**config.mk**
```make
export PLATFORM = sky130hd
export DESIGN_NAME = cfg_ram_arb_flat
export DESIGN_NICKNAME = d
export VERILOG_FILES = /design/src/rtl/cfg_ram_arb_if.sv /design/src/rtl/cfg_ram_arb.sv /design/src/flat_wrapper.sv
export SDC_FILE = /design/constraint.sdc
export NUM_CORES = 1
export LEC_CHECK = 0
export CELL_PAD_IN_SITES_DETAIL_PLACEMENT = 1
export CELL_PAD_IN_SITES_GLOBAL_PLACEMENT = 1
export CORE_UTILIZATION = 30
export DETAILED_ROUTE_END_ITERATION = 7
export GPL_TIMING_DRIVEN = 1
export PLACE_DENSITY = 0.81
export RECOVER_POWER = 25
export SLEW_MARGIN = 40
export SYNTH_ARGS = -nofsm -noshare
export SYNTH_HDL_FRONTEND = slang
export SYNTH_SLANG_ARGS = --single-unit
```
**constraint.sdc**
```tcl
create_clock -name clk200 -period 2.3 [get_ports clk200]
set_clock_uncertainty 0.05 [all_clocks]
set_input_delay 0.345 -clock clk200 [delete_from_list [all_inputs] [get_ports clk200]]
set_output_delay 0.345 -clock clk200 [all_outputs]
set_load 0.02 [all_outputs]
```
**src/rtl/cfg_ram_arb_if.sv**
```systemverilog
// Request/response signals of the two config-RAM clients: the A8 bus monitor
// and the aperture/SDRAM engine. The master side is the clients, the slave side is the arbiter.
interface cfg_ram_arb_if #(
  parameter int ADDR_BITS = 9
);
  logic                 bus_req;
  logic                 bus_we;
  logic [ADDR_BITS-1:0] bus_addr;
  logic [7:0]           bus_wdata;
  logic                 bus_rvalid;
  logic [7:0]           bus_rdata;

  logic                 eng_req;
  logic                 eng_we;
  logic [ADDR_BITS-1:0] eng_addr;
  logic [7:0]           eng_wdata;
  logic                 eng_ack;
  logic                 eng_rvalid;
  logic [7:0]           eng_rdata;

  modport master (
    output bus_req, bus_we, bus_addr, bus_wdata,
    input  bus_rvalid, bus_rdata,
    output eng_req, eng_we, eng_addr, eng_wdata,
    input  eng_ack, eng_rvalid, eng_rdata
  );

  modport slave (
    input  bus_req, bus_we, bus_addr, bus_wdata,
    output bus_rvalid, bus_rdata,
    input  eng_req, eng_we, eng_addr, eng_wdata,
    output eng_ack, eng_rvalid, eng_rdata
  );
endinterface

```
**src/rtl/cfg_ram_arb.sv**
```systemverilog
// Fixed-priority arbiter for the $D600-$D7FF config RAM. The bus monitor always wins.
// Reads are tagged down a pipeline so that each result returns to the port that issued it.
module cfg_ram_arb #(
  parameter int ADDR_BITS = 9,
  parameter int RAM_LAT   = 1,
  parameter int N_AP      = 16
) (
  input  logic                 clk200,
  input  logic                 a8_rst_n,
  cfg_ram_arb_if.slave         cif,
  output logic [N_AP-1:0]      ap_dirty,
  input  logic [N_AP-1:0]      ap_dirty_clr,
  output logic [ADDR_BITS-1:0] ram_addr,
  output logic                 ram_we,
  output logic [7:0]           ram_wdata,
  input  logic [7:0]           ram_rdata
);

  // Reset asserts at once but is released only on a clk200 edge.
  logic [1:0] rst_sync_reg;
  logic       rst_n_int;

  always_ff @(posedge clk200 or negedge a8_rst_n) begin
    if (!a8_rst_n) begin
      rst_sync_reg <= 2'b00;
    end else begin
      rst_sync_reg <= {rst_sync_reg[0], 1'b1};
    end
  end

  assign rst_n_int = rst_sync_reg[1];

  logic                 bus_grant;
  logic                 eng_grant;
  logic                 eng_ack_reg;
  logic [ADDR_BITS-1:0] ram_addr_reg, ram_addr_next;
  logic                 ram_we_reg, ram_we_next;
  logic [7:0]           ram_wdata_reg, ram_wdata_next;
  logic [RAM_LAT:0]     tag_valid_reg, tag_valid_next;
  logic [RAM_LAT:0]     tag_port_reg, tag_port_next;
  logic                 bus_rvalid_reg, eng_rvalid_reg;
  logic [7:0]           bus_rdata_reg, eng_rdata_reg;
  logic [N_AP-1:0]      ap_dirty_reg, ap_dirty_next, ap_set;
  logic                 flag_write;

  // An engine request seen in its own ack cycle is the next request. It waits one cycle.
  assign bus_grant = cif.bus_req;
  assign eng_grant = !cif.bus_req && cif.eng_req && !eng_ack_reg;

  always_comb begin
    ram_addr_next  = ram_addr_reg;
    ram_we_next    = 1'b0;
    ram_wdata_next = ram_wdata_reg;
    if (bus_grant) begin
      ram_addr_next  = cif.bus_addr;
      ram_we_next    = cif.bus_we;
      ram_wdata_next = cif.bus_wdata;
    end else if (eng_grant) begin
      ram_addr_next  = cif.eng_addr;
      ram_we_next    = cif.eng_we;
      ram_wdata_next = cif.eng_wdata;
    end
  end

  // Owner tag: port 0 = bus, 1 = engine. It reaches the last stage when ram_rdata is valid.
  assign tag_valid_next[0] = (bus_grant && !cif.bus_we) || (eng_grant && !cif.eng_we);
  assign tag_port_next[0]  = eng_grant;

  for (genvar gi = 1; gi <= RAM_LAT; gi++) begin : g_tag
    assign tag_valid_next[gi] = tag_valid_reg[gi-1];
    assign tag_port_next[gi]  = tag_port_reg[gi-1];
  end

  // Byte $xF of each 16-byte descriptor on page $D6 holds the aperture flags.
  assign flag_write = bus_grant && cif.bus_we && !cif.bus_addr[ADDR_BITS-1]
                      && (cif.bus_addr[3:0] == 4'hF);

  for (genvar gi = 0; gi < N_AP; gi++) begin : g_dirty
    assign ap_set[gi]        = flag_write && (cif.bus_addr[7:4] == 4'(gi));
    assign ap_dirty_next[gi] = ap_set[gi] | (ap_dirty_reg[gi] & ~ap_dirty_clr[gi]);
  end

  always_ff @(posedge clk200 or negedge rst_n_int) begin
    if (!rst_n_int) begin
      ram_addr_reg   <= '0;
      ram_we_reg     <= 1'b0;
      ram_wdata_reg  <= '0;
      eng_ack_reg    <= 1'b0;
      tag_valid_reg  <= '0;
      tag_port_reg   <= '0;
      bus_rvalid_reg <= 1'b0;
      bus_rdata_reg  <= '0;
      eng_rvalid_reg <= 1'b0;
      eng_rdata_reg  <= '0;
      ap_dirty_reg   <= '0;
    end else begin
      ram_addr_reg   <= ram_addr_next;
      ram_we_reg     <= ram_we_next;
      ram_wdata_reg  <= ram_wdata_next;
      eng_ack_reg    <= eng_grant;
      tag_valid_reg  <= tag_valid_next;
      tag_port_reg   <= tag_port_next;
      ap_dirty_reg   <= ap_dirty_next;
      bus_rvalid_reg <= 1'b0;
      eng_rvalid_reg <= 1'b0;
      if (tag_valid_reg[RAM_LAT]) begin
        if (tag_port_reg[RAM_LAT]) begin
          eng_rvalid_reg <= 1'b1;
          eng_rdata_reg  <= ram_rdata;
        end else begin
          bus_rvalid_reg <= 1'b1;
          bus_rdata_reg  <= ram_rdata;
        end
      end
    end
  end

  assign ram_addr       = ram_addr_reg;
  assign ram_we         = ram_we_reg;
  assign ram_wdata      = ram_wdata_reg;
  assign ap_dirty       = ap_dirty_reg;
  assign cif.eng_ack    = eng_ack_reg;
  assign cif.bus_rvalid = bus_rvalid_reg;
  assign cif.bus_rdata  = bus_rdata_reg;
  assign cif.eng_rvalid = eng_rvalid_reg;
  assign cif.eng_rdata  = eng_rdata_reg;

endmodule
```
**src/flat_wrapper.sv**
```systemverilog
// flat-port wrapper written by rule: the top's interface ports become plain ports
module cfg_ram_arb_flat 
#(
  parameter int ADDR_BITS = 9,
  parameter int RAM_LAT   = 1,
  parameter int N_AP      = 16
)
  (clk200, a8_rst_n, ap_dirty, ap_dirty_clr, ram_addr, ram_we, ram_wdata, ram_rdata, cif_bus_req, cif_bus_we, cif_bus_addr, cif_bus_wdata, cif_bus_rvalid, cif_bus_rdata, cif_eng_req, cif_eng_we, cif_eng_addr, cif_eng_wdata, cif_eng_ack, cif_eng_rvalid, cif_eng_rdata);
  cfg_ram_arb_if #(.ADDR_BITS(ADDR_BITS)) cif_i ();
  input  logic clk200;
  input  logic a8_rst_n;
  output logic [N_AP-1:0] ap_dirty;
  input  logic [N_AP-1:0] ap_dirty_clr;
  output logic [ADDR_BITS-1:0] ram_addr;
  output logic ram_we;
  output logic [7:0] ram_wdata;
  input  logic [7:0] ram_rdata;
  input wire logic [$bits(cif_i.bus_req)-1:0] cif_bus_req;
  input wire logic [$bits(cif_i.bus_we)-1:0] cif_bus_we;
  input wire logic [$bits(cif_i.bus_addr)-1:0] cif_bus_addr;
  input wire logic [$bits(cif_i.bus_wdata)-1:0] cif_bus_wdata;
  output wire logic [$bits(cif_i.bus_rvalid)-1:0] cif_bus_rvalid;
  output wire logic [$bits(cif_i.bus_rdata)-1:0] cif_bus_rdata;
  input wire logic [$bits(cif_i.eng_req)-1:0] cif_eng_req;
  input wire logic [$bits(cif_i.eng_we)-1:0] cif_eng_we;
  input wire logic [$bits(cif_i.eng_addr)-1:0] cif_eng_addr;
  input wire logic [$bits(cif_i.eng_wdata)-1:0] cif_eng_wdata;
  output wire logic [$bits(cif_i.eng_ack)-1:0] cif_eng_ack;
  output wire logic [$bits(cif_i.eng_rvalid)-1:0] cif_eng_rvalid;
  output wire logic [$bits(cif_i.eng_rdata)-1:0] cif_eng_rdata;
  assign cif_i.bus_req = cif_bus_req;
  assign cif_i.bus_we = cif_bus_we;
  assign cif_i.bus_addr = cif_bus_addr;
  assign cif_i.bus_wdata = cif_bus_wdata;
  assign cif_bus_rvalid = cif_i.bus_rvalid;
  assign cif_bus_rdata = cif_i.bus_rdata;
  assign cif_i.eng_req = cif_eng_req;
  assign cif_i.eng_we = cif_eng_we;
  assign cif_i.eng_addr = cif_eng_addr;
  assign cif_i.eng_wdata = cif_eng_wdata;
  assign cif_eng_ack = cif_i.eng_ack;
  assign cif_eng_rvalid = cif_i.eng_rvalid;
  assign cif_eng_rdata = cif_i.eng_rdata;
  cfg_ram_arb #(.ADDR_BITS(ADDR_BITS), .RAM_LAT(RAM_LAT), .N_AP(N_AP)) u_core (.clk200(clk200), .a8_rst_n(a8_rst_n), .cif(cif_i), .ap_dirty(ap_dirty), .ap_dirty_clr(ap_dirty_clr), .ram_addr(ram_addr), .ram_we(ram_we), .ram_wdata(ram_wdata), .ram_rdata(ram_rdata));
endmodule
```
==> results.ini <==
[timing]
maxSlewHeadroom_pct = 40.82
finalHoldViolCount = 0
setup_violations = 0
maxSlewViolCount = 0
fin_crit_sh_pct = 81.52
period_needed_ns = 1.875
tightestPinTransition_ns = 0.8877
rsz0062_at_grt = false
tns_ns = 0
max_freq_mhz = 533.3

[logic_synthesis]
synth_fa_ha_area_share_pct = 0
synth_top_family_by_area = multiplexers
synth-xor-area-share_pct = 0
postSynthAreaPerCell_sq_um = 12.44
syn-cell-area_sq_um = 2326
yosysWarningCount = 0
synth_seq_cells = 58
synth_seq_area_share_pct = 62.40
synthMuxAreaShare_pct = 15.06
synth_nets = 251
yosysUniqueCellTypes = 20
syn_inst = 187
synth_compound_area_share_pct = 10.54
synthSimpleGateAreaFrac_pct = 7.692

[route]
wl_per_cell_microns = 16.24
post-route-drc-count = 0
wl_mm = 6.709
drtAntennaViolNets = 0
vias_per_cell = 4.661
vias = 1925
first_iter_violations = 40
dr.pass1.iters = 2

[critical_path]
crit_arrival_ns = 2.03
crit_type = in2reg
start_kind = input port
cp-startpoint = cif_bus_addr[0]
cp-end-kind = flop
worstPathRequired_ns = 2.45
path_max_fanout = 16
worstReg2RegStart = u_core.tag_port_reg[0]

[grt]
grt_overflow = 0
grt_util_all_layers_pct = 17.93
grt_pass1_vias = 2154
grt_max_degree = 39
grt_pass1_wl_mm = 11.30
antenna_found_initial = 0

[job]
maxCapViolCount = 0

[cells_and_area]
area_delta_synth_final_pct = 65.57
fin_util_pct = 52.26
largest_reg_flops = 16
nFillCells = 800
antenna_cells = 0
drive_gt1_share_pct = 11.78
nNetsFinal = 373

[power_and_ir_drop]
leakage_nw = 1.640
p_per_area_nw_per_um2 = 747.1
ir_drop_v = 0.0003923

[clock_network]
cts.repair.resized = 0
worstSkewPairLatency_ns = 0.33
postCtsHoldBufs = 0
clock_path_buffers = 2
cts_setup_buffers = 0
cts_buffers = 9
htreeDepth = 3
cts_root_buf = clkbuf_8
clk_pin_slew_worst_paths_ns = 0.06
cts_tree = yes
cts_sinks = 58

[die]
ios = 117
die_h_microns = 90.05
core_area_sq_um = 7370
die_area_sq_um = 8109
num_rows = 31
start_util_pct = 31.56
die_w_microns = 90.05

[placed_design]
hpwlAfterDp_mm = 5.068
portBuffers = 116
gp_congestion = 0.7269

[run_status]
status = completed

[min_path]
min-delay-path-class = in2async

-- report_power, final --
part	leakage (nW)	switching, W	internal, W
sequential	0.729	0.0000582	0.00112
clock	0.117	0.000396	0.000669
combinational	0.794	0.000279	0.000351
total	1.64	0.000734	0.00214
-- placed cells by master (no fill, tap or decap) --
cell               n
bufinv_16          2
clkbuf_8          11
o32ai_2            1
nor2_1             1
o21ai_1            8
o21ai_0           10
inv_1             14
clkinv_4           1
o41ai_1            4
clkinv_2           1
or4b_1             1
nand2_1           21
dfrtp_1           58
o31ai_1            1
buf_4              2
nand3_1            1
clkdlybuf4s50_1  115
or2_2              1
nand2b_1          12
mux2_2            16
dlygate4sd3_1      1
mux2i_1           17
o32ai_1           11
buf_12             2
clkbuf_1           1
conb_1             1
-- final timing paths --
kind | slack [ns] | depth (start not counted) | end
max | 0.42 | 5 | u_core.ap_dirty[4]
min | 0.19 | 1 | u_core.rst_sync_reg[1]
max reg2reg | 0.99 | 4 | u_core.ram_addr[6]
min reg2reg | 0.30 | 0 | u_core.tag_valid_reg[1]
max in group asynchronous | 1.18 | 1 | u_core.ram_addr[3]
min in group clk200 | 0.30 | 0 | u_core.tag_valid_reg[1]
-- cell usage after synthesis (all sizes together) --
library cell / n / area [sq um]
nand3: 1 / 5.000
o21ai: 18 / 90.09
mux2i: 17 / 170.2
o41ai: 4 / 35.03
conb: 1 / 3.750
o31ai: 1 / 7.510
nor2: 1 / 3.750
buf: 3 / 21.27
nand2b: 12 / 75.07
clkbuf: 6 / 22.52
or4b: 1 / 10.01
mux2: 16 / 180.2
o32ai: 12 / 112.6
inv: 14 / 52.55
or2: 1 / 6.260
nand2: 21 / 78.83
dfrtp: 58 / 1451
-- through the flow --
stage,hold slack [ns],instance area (sq um),setup WS (ns),instances,power (W)
final,0.1939,3851,0.4250,413,0.002877
after global routing,0.1869,3851,0.3801,413,0.003004
after CTS,0.1104,3852,0.4028,413,0.002924
after detailed placement,0.1882,3623,0.1448,397,0.001839
after global placement,0.1813,3623,0.2495,397,0.001818
after floorplan,-0.0005911,2326,0.5157,187,0.001466
-- worst max-delay path, stage by stage --
cell and delay (ns):
clkdlybuf4s50_1 0.50, nand3_1 0.10, or4b_1 0.48, buf_4 0.21, o41ai_1 0.38
-- final cells by class --
type | instances | area [sq um] | share of cell area [%]
inverter | 14 | 52.55 | 1.365
clock inverter | 4 | 73.82 | 1.917
sequential | 58 | 1451 | 37.69
clock buffer | 12 | 155.1 | 4.029
tap | 99 | 123.9 | 3.216
timing repair buffer | 120 | 1216 | 31.58
multi-input combinational | 106 | 778.2 | 20.21
-- per-layer routing --
layer / share of wire (%) / wire length [microns] / global-route usage [%] / vias to the layer above
met5: 0 / 0 / 0 / -
met4: 1.2 / 81 / 5.645 / 0
met3: 5.8 / 392 / 5.499 / 9
met2: 54 / 3602 / 32.95 / 69
met1: 39 / 2632 / 19.57 / 948
li1: - / - / - / 899
-- kinds of logic after synthesis --
group,Yosys count
flops,58
simple gates,37
compound gates,35
mux,33
buf+inv,23
other cells,1
Note: power is estimated with default switching activity, not from simulation.
